==> src/rtl/alu_shifter_right_seq.sv <==
// Iterative right shifter (logical/arithmetic, sticky), one bit per clock; result valid min(amt,WIDTH)+1 edges after accept.
// One op in flight: in_ready only in IDLE, result held in DONE until out_ready.
module alu_shifter_right_seq #(
  parameter int WIDTH = 8,
  parameter int SHW   = 4
) (
  input  logic             clk,
  input  logic             rst_n,
  input  logic             in_valid,
  output logic             in_ready,
  input  logic [WIDTH-1:0] in_data,
  input  logic [SHW-1:0]   in_amt,
  input  logic             in_arith,
  output logic             out_valid,
  input  logic             out_ready,
  output logic [WIDTH-1:0] out_data,
  output logic             out_sticky,
  output logic             busy
);

  typedef enum logic [1:0] {IDLE, SHIFT, DONE} state_t;

  localparam logic [SHW:0] CNT_MAX = (SHW+1)'(WIDTH);
  localparam logic [SHW:0] CNT_ONE = (SHW+1)'(1);

  state_t           state, state_nxt;
  logic [SHW:0]     amt_ext, amt_clamp, cnt;
  logic [WIDTH-1:0] data_reg;
  logic             arith_reg, sticky, accept, fill;

  // Amounts beyond WIDTH behave exactly like WIDTH, so the counter never needs more.
  assign amt_ext   = {1'b0, in_amt};
  assign amt_clamp = (amt_ext > CNT_MAX) ? CNT_MAX : amt_ext;
  assign accept    = in_valid && (state == IDLE);
  assign fill      = arith_reg & data_reg[WIDTH-1];

  always_ff @(posedge clk or negedge rst_n) begin
    if (!rst_n) state <= IDLE;
    else        state <= state_nxt;
  end

  always_comb begin
    state_nxt = state;
    case (state)
      IDLE:    if (in_valid) state_nxt = (amt_clamp == '0) ? DONE : SHIFT;
      SHIFT:   if (cnt == CNT_ONE) state_nxt = DONE;
      DONE:    if (out_ready) state_nxt = IDLE;
      default: state_nxt = IDLE;
    endcase
  end

  always_comb begin
    in_ready  = (state == IDLE);
    out_valid = (state == DONE);
    busy      = (state != IDLE);
  end

  always_ff @(posedge clk or negedge rst_n) begin
    if (!rst_n) begin
      data_reg  <= '0;
      arith_reg <= 1'b0;
      sticky    <= 1'b0;
      cnt       <= '0;
    end else if (accept) begin
      data_reg  <= in_data;
      arith_reg <= in_arith;
      sticky    <= 1'b0;
      cnt       <= amt_clamp;
    end else if (state == SHIFT) begin
      data_reg  <= {fill, data_reg[WIDTH-1:1]};
      sticky    <= sticky | data_reg[0];
      cnt       <= cnt - CNT_ONE;
    end
  end

  assign out_data   = data_reg;
  assign out_sticky = sticky;

endmodule

==> config.mk <==
export PLATFORM = sky130hd
export DESIGN_NAME = alu_shifter_right_seq
export DESIGN_NICKNAME = d
export VERILOG_FILES = /design/src/rtl/alu_shifter_right_seq.sv
export SDC_FILE = /design/constraint.sdc
export NUM_CORES = 1
export LEC_CHECK = 0
export ABC_AREA = 1
export CORE_ASPECT_RATIO = 0.75
export CORE_MARGIN = 8
export CORE_UTILIZATION = 49
export DETAILED_ROUTE_END_ITERATION = 16
export GPL_TIMING_DRIVEN = 1
export PLACE_DENSITY = 0.9
export SYNTH_ARGS = -nofsm -noshare
export SYNTH_HDL_FRONTEND = slang
export SYNTH_SLANG_ARGS = --single-unit
==> constraint.sdc <==
create_clock -name clk -period 3.7 [get_ports clk]
set_clock_uncertainty 0.2 [all_clocks]
set_input_delay 0.37 -clock clk [delete_from_list [all_inputs] [get_ports clk]]
set_output_delay 0.37 -clock clk [all_outputs]
set_load 0.05 [all_outputs]
==> impl_metrics.env <==
export IMPL_drt_total_wl_mm=2.41
export IMPL_fp_row_count=13
export IMPL_h_tree_depth=1
export IMPL_place_hpwl_mm=1.88
export IMPL_slew_headroom_pct=48.7
export IMPL_worst_pin_slew_ps=768
export IMPL_yosys_warnings=0
export IMPL_start_util_pct=53.4
export IMPL_root_buffer="clkbuf_4"
export IMPL_place_gp_congestion=0.860
export IMPL_cp_slowest_stage_delay_ps=820
export IMPL_first_global_vias=920
export IMPL_crit_slowest_cell="clkdlybuf4s50_1"
export IMPL_max_freq_ghz=0.411
export IMPL_dr_total_vias=910
export IMPL_final_seq_area_um2=425
export IMPL_die_y_um=54.1
export IMPL_min_period_ps=2430
export IMPL_maxCapViolCount=0
export IMPL_cts_tree="built"
export IMPL_p_leak_nw=0.650
export IMPL_clkTransAtPathRegs_ps=100
export IMPL_syn_instance_count=128
export IMPL_status="complete, no violations"
export IMPL_area_growth_pct=32.7
export IMPL_dr_pass1_iters=4
export IMPL_power_density_nw_per_um2=934
export IMPL_avgRoutedWirePerCell_um=13.4
export IMPL_hold_class="primary input to async pin"
export IMPL_drt_initial_drc_count=45
export IMPL_worstSkewPairLatency_ps=290
export IMPL_critical_path_class="flip-flop to output port"
export IMPL_worstSetupEndpointType="output port"
export IMPL_mappedNetlistArea_um2=946
export IMPL_io_buffer_count=28
export IMPL_cts_sink_count=17
export IMPL_seq_area_frac_synth_pct=45.0
export IMPL_ctsHoldBuffers=0
export IMPL_timing_hold_ws_ps=314
export IMPL_drv_slew=0
export IMPL_finalSetupViolCount=0
export IMPL_final_antenna_net_count=0
export IMPL_diodes=0
export IMPL_largest_register_ffs=8
export IMPL_crit_arrival_ps=1860
export IMPL_fin_tns_setup_ps=0
export IMPL_synth_top_cell_area_share_pct=45.0
export IMPL_dieArea_um2=3610
export IMPL_grt_pass1_wl_mm=4.05
export IMPL_final_period_utilization_pct=65.7
export IMPL_grt_start_max_net_pins=18
export IMPL_startpoint_type="flip-flop"
export IMPL_multi_input_area_um2=417
export IMPL_layout_drive_gt1_share_pct=7.59
export IMPL_route_detailed_drc=0
export IMPL_syn_num_nets=147
export IMPL_track_usage_pct=14.7
export IMPL_ios=29
export IMPL_cts_setup_buffers=0
export IMPL_ctsLongestPathBuffers=2
export IMPL_finalNonFillerCells=180
export IMPL_vias_per_cell=5.06
export IMPL_overflow=0
export IMPL_rsz0062_at_grt="false"
export IMPL_fp_coreArea_um2=1770
export IMPL_cts_buffers=3
export IMPL_path_cells="inv_2 > nand2_1 > inv_1 > clkdlybuf4s50_1"
export IMPL_cp_required_ps=3130
export IMPL_synthTopCellsByArea="dfrtp_1, nand2_1, nand3_1, inv_1, nor2_1"
export IMPL_hold_viol=0
export IMPL_place_inst=176
export IMPL_worst_path_dominant_cell_family="buffers and inverters"
export IMPL_num_fill_cells=137
export IMPL_cts_resized_gates=0
export IMPL_antenna_found_initial=0
export IMPL_synth_seq_cells=17
export IMPL_fin_nets=178
export IMPL_fp_dieW_um=66.7
export IMPL_synth_cell_types=19
export IMPL_avgSynthCellArea_um2=7.39
export IMPL_path_max_fanout=5
export IMPL_yosysTopAreaCell="dfrtp_1"
export IMPL_ir_drop_mv=0.613
export IMPL_cp_buffers_inverters=3
-- where the power goes --
group / total, mW / internal (mW) / switching [mW]
sequential: 0.348 / 0.271 / 0.0775
clock: 0.101 / 0.0420 / 0.0588
combinational: 0.724 / 0.238 / 0.486
total: 1.17 / 0.551 / 0.622
-- layout make-up --
type,count,area share [%]
sequential,17,33.9
multi-input combinational,88,33.2
timing repair buffer,28,22.3
inverter,21,6.28
tap,22,2.19
clock buffer,4,2.09
-- logic make-up after synthesis --
kind of cell	share of synthesized area, %
AND/OR/NAND/NOR	36.6
buffers and inverters	11.0
flip-flops	45.0
AO/OA/AOI/OAI	4.76
adder cells (fa/ha/maj)	2.65
-- routing by layer --
layer  GRT usage (%)  vias up  routed length, µm  share of wire (%)
li1                -      453                  -                  -
met2            23.5       35               1180                 49
met4            6.01        0                 38                1.6
met3            6.63        5                188                7.8
met5               0        -                  0                  0
met1            17.0      417               1000                 42
-- worst reg2reg max path, stage by stage (launching register included) --
cell     delay [ps]
dfrtp_1         470
o21ai_2         460
nand2_1         110
nand2_1          90
inv_1            40
nand2_1          40
-- per-stage QoR --
step | util [%] | worst slack (ps) | instance area [µm²] | power (mW)
after floorplan | - | 2180 | 946 | 0.858
after global placement | 69.3 | 1680 | 1230 | 1.04
after detailed placement | 69.3 | 1610 | 1230 | 1.07
after CTS | 70.8 | 1270 | 1250 | 1.18
after global routing | 70.8 | 1220 | 1250 | 1.26
final | 70.8 | 1270 | 1250 | 1.17
-- cell usage in the layout, fill, tap and decap left out, types with 2 or more instances in the layout --
cell type / n
inv_1: 18
nand3_1: 16
nand2_1: 47
ha_1: 2
o21ai_0: 4
nor2_4: 2
dfrtp_1: 17
nor2_1: 9
clkbuf_4: 3
clkdlybuf4s50_1: 28
inv_2: 3
-- path summary, 6_finish.rpt --
path                       slack, ps           to  cells past startpoint  startpoint
min                              310       cnt[0]                      1       rst_n
max in group asynchronous       2510  out_data[5]                      1       rst_n
max                             1270    out_valid                      4    state[0]
max reg2reg                     2240       cnt[3]                      5    state[0]
min reg2reg                      320    arith_reg                      2   arith_reg
min in group clk                 320    arith_reg                      2   arith_reg
-- synth_stat cells, drive strengths merged --
master and count:
o22ai 1, inv 21, or2 1, clkbuf 1, ha 2, nor2 11, nand3 17, buf 1
nand2 48, o21ai 6, a21oi 1, dfrtp 17, nand4 1
No activity file was read; power rests on OpenSTA's default activity.
==> edit 1 (same settings) <==
`WIDTH`: 8 -> 10.
--- a/src/rtl/alu_shifter_right_seq.sv
+++ b/src/rtl/alu_shifter_right_seq.sv
@@ -1,7 +1,7 @@
 // Iterative right shifter (logical/arithmetic, sticky), one bit per clock; result valid min(amt,WIDTH)+1 edges after accept.
 // One op in flight: in_ready only in IDLE, result held in DONE until out_ready.
 module alu_shifter_right_seq #(
-  parameter int WIDTH = 8,
+  parameter int WIDTH = 10,
   parameter int SHW   = 4
 ) (
   input  logic             clk,
Interface: changed (resized in_data and out_data); port bits go from 29 to 33. The function was not compared with the original's and may differ.
==> edit 1 against the original RTL <==
- total power rose by 12%
- worst setup slack improved by 0.022 ns
- routed wire length rose by 9.1%
- critical path depth fell by 2
- synthesized cell count rose by 0.78%
- cell area rose by 9.0%
- first-iteration DRC count fell by 4.4%
- area after synthesis rose by 8.2%
- non-clock buffer count rose by 4
- sequential cell count rose by 2
==> edit 1: results (changes against the original RTL) <==
largest_reg_flops: 10  # was 8
wl_met1_mm: 1.01  # was 1.00 mm
synth_nets: 150  # was 147
critical_path.endpoint: "in_ready"  # was out_valid
r2r_setup_slack_ns: 2.01  # was 2.24 ns
ys_warn_count: 0  # unchanged
holdWs_ns: 0.295  # was 0.314 ns
peakVddDrop_v: 0.000656  # was 0.000613 V
met3_usage: 0.0423  # was 0.0663
cp.arrival_ns: 1.84  # was 1.86 ns
dp_slack_ns: 1.64  # was 1.61 ns
min_path_type: "reg2reg"  # was in2async
async_reset_ff_frac: 1.00  # unchanged
place.gp.congestion: 0.849  # was 0.860
drive_gt1_frac: 0.0988  # was 0.0759
grt_usage: 0.150  # was 0.147
grt_pass1_vias: 976  # was 920
met2_usage: 0.268  # was 0.235
grt_pass1_wl_mm: 4.47  # was 4.05 mm
wl_per_cell_um: 14.1  # was 13.4 um
dr_wl_met2_mm: 1.43  # was 1.18 mm
fin_cells: 186  # was 180
dpl.cell_count: 182  # was 176
status: "completed"  # unchanged
critPathMaxStageDelay_ns: 0.84  # was 0.82 ns
synthDistinctLibCells: 22  # was 19
routed_via_density: 5.30  # was 5.06
wl_met3_um: 157  # was 188 um
grt_max_degree: 20  # was 18
synthTopCellsByCount: "nand2_1 (45), dfrtp_1 (19), nor2_1 (11)"  # was nand2_1 (47), inv_1 (18), dfrtp_1 (17)
place_area_um2: 1340  # was 1230 um2
synth_cells: 129  # was 128
r2r-end: "cnt[0]$_DFFE_PN0P_"  # was cnt[3]$_DFFE_PN0P_
final_area_um2: 1370  # was 1250 um2
met1_usage: 0.166  # was 0.170
max_slew_margin: 0.452  # was 0.487
min_period_ns: 2.41  # was 2.43 ns
layout.nets: 184  # was 178
io_buffers: 32  # was 28
p_leak_nw: 0.663  # was 0.650 nW
ys_seq_area_frac: 0.465  # was 0.450
fillCellCount: 171  # was 137
## edit 1: cell families (layout without fill, tap and decap cells)
logic type / after synthesis / after routing / share of synthesized area
AO/OA/AOI/OAI: 20 / 20 / 0.122
adder cells (fa/ha/maj): 2 / 2 / 0.0244
buffers and inverters: 16 / 49 / 0.0807
flip-flops: 19 / 19 / 0.465
AND/OR/NAND/NOR: 72 / 72 / 0.308
## edit 1: layout make-up
type                    instances  share of cell area
inverters                      13              0.0357
clock inverters                 1             0.00366
repair buffers                 32               0.234
clock buffers                   3              0.0165
flip-flops and latches         19               0.348
well taps                      24              0.0220
multi-input cells              94               0.340
## edit 1: tightest hold or removal path, stage by stage (launching register included)
cell,delay [ns]
dfrtp_1,0.36
nand2_1,0.06
nand2_1,0.06
## edit 1: where the power goes
part	switching [mW]	total [mW]	leakage, nW	internal [mW]
clock	0.0634	0.104	0.0177	0.0403
combinational	0.548	0.816	0.411	0.268
sequential	0.0873	0.396	0.234	0.308
total	0.699	1.32	0.663	0.616
==> edit 2 (same flow settings) <==
Made on the original files. Encoding of `state_t`: now one-hot (3 bits for 3 states).
--- a/src/rtl/alu_shifter_right_seq.sv
+++ b/src/rtl/alu_shifter_right_seq.sv
@@ -18,7 +18,7 @@
   output logic             busy
 );
 
-  typedef enum logic [1:0] {IDLE, SHIFT, DONE} state_t;
+  typedef enum logic [2:0] {IDLE = 3'b001, SHIFT = 3'b010, DONE = 3'b100} state_t;
 
   localparam logic [SHW:0] CNT_MAX = (SHW+1)'(WIDTH);
   localparam logic [SHW:0] CNT_ONE = (SHW+1)'(1);
Formal check against the unedited RTL: no difference found for any inputs over 10 cycles, from zero or initial values and one cycle with rst_n low; not proved beyond that.
==> edit 2 against the original RTL <==
- area after synthesis increased by 6.1%
- routed wire length increased by 4.1%
- critical path depth decreased by 1
- synthesized cell count unchanged
- sequential cell count increased by 1
- count of clock-buffer cells in the layout unchanged
- first-iteration DRC count increased by 40%
- total power increased by 5.6%
- worst hold slack about the same
- fmax decreased by 4.6%
- cell area increased by 5.1%
- sequential power increased by 6.6%
- worst setup slack got worse by 0.12 ns
==> edit 2: results (changes against the original RTL) <==
post-dp-hpwl_mm: 1.90  # was 1.88 mm
grt_usage: 0.149  # was 0.147
finalMaxSlewViolations: 0  # unchanged
clk_share: 0.0275  # was 0.0209
n_sequential_cell: 18  # was 17
vias: 974  # was 910
cp.arrival_ns: 1.98  # was 1.86 ns
peakVddDrop_v: 0.000497  # was 0.000613 V
fillCellCount: 169  # was 137
place_area_um2: 1280  # was 1230 um2
critPathMaxStageDelay_ns: 0.86  # was 0.82 ns
well_tap_count: 24  # was 22
grt_pass1_wl_mm: 4.20  # was 4.05 mm
synth-seq-cells: 18  # was 17
nNonClkBuffers: 28  # unchanged
min_from: "out_sticky$_DFFE_PN0P_"
synth_compound_area_frac: 0.0287  # was 0.0476
met3_usage: 0.0402  # was 0.0663
ys_seq_area_frac: 0.450  # about the same
numCtsBuffers: 3  # unchanged
synth.area.top_cells: "dfrtp_1 (42%), nand3_1 (17%), nand2_1 (11%), inv_1 (3.7%), nor2_1 (3.7%)"  # was dfrtp_1 (45%), nand2_1 (19%), nand3_1 (8.5%), inv_1 (7.1%), nor2_1 (3.6%)
status: "completed"  # unchanged
seq_share: 0.343  # was 0.339
met2_usage: 0.274  # was 0.235
min_path_type: "reg2reg"  # was in2async
multi_input_area_share: 0.355  # was 0.332
max_slew_margin: 0.479  # was 0.487
met1_usage: 0.157  # was 0.170
area_growth_pct: 31.4  # was 32.7%
place.gp.congestion: 0.846  # was 0.860
grt_max_degree: 25  # was 18
synthDistinctLibCells: 24  # was 19
crit_fanout: 4  # was 5
buf_share: 0.213  # was 0.223
critPathLaunch: "state[0]$_DFFE_PN1P_"  # was state[0]$_DFFE_PN0P_
multi_input_gates: 92  # was 88
p_leak_nw: 0.641  # was 0.650 nW
synth_fa_ha_area_frac: 0.0249  # was 0.0265
dp_slack_ns: 1.48  # was 1.61 ns
grt_pass1_vias: 945  # was 920
drive_gt1_frac: 0.0897  # was 0.0759
drt_iter0_markers: 63  # was 45
synthXorXnorAreaFrac: 0.00873  # was 0
-- edit 2: cell types whose count changed after synthesis, moves of 4 or more --
cell	delta
o21ai_0	-4
nand3_1	+18
inv_1	-8
nand2_1	-17
-- edit 2: worst paths after layout --
check | end | slack (ns) | cells past startpoint
hold reg to reg | out_sticky$_DFFE_PN0P_ | 0.31 | 1
min in group asynchronous | cnt[4]$_DFFE_PN0P_ | 0.32 | 1
setup / recovery | in_ready | 1.15 | 3
setup reg to reg | cnt[3]$_DFFE_PN0P_ | 1.81 | 6
hold / removal | out_sticky$_DFFE_PN0P_ | 0.31 | 1
max in group asynchronous | out_data[3]$_DFFE_PN0P_ | 2.49 | 1
-- edit 2: metal layers --
metal	up-vias	part of all wire
met5	-	0
met4	0	0.021
met3	6	0.051
met2	31	0.55
met1	461	0.38
li1	476	-
-- edit 2: power by group --
group          switching (mW)  total (mW)  internal (mW)  leakage, nW
clock                  0.0594       0.119         0.0600       0.0210
sequential             0.0789       0.371          0.292        0.226
combinational           0.499       0.748          0.249        0.394
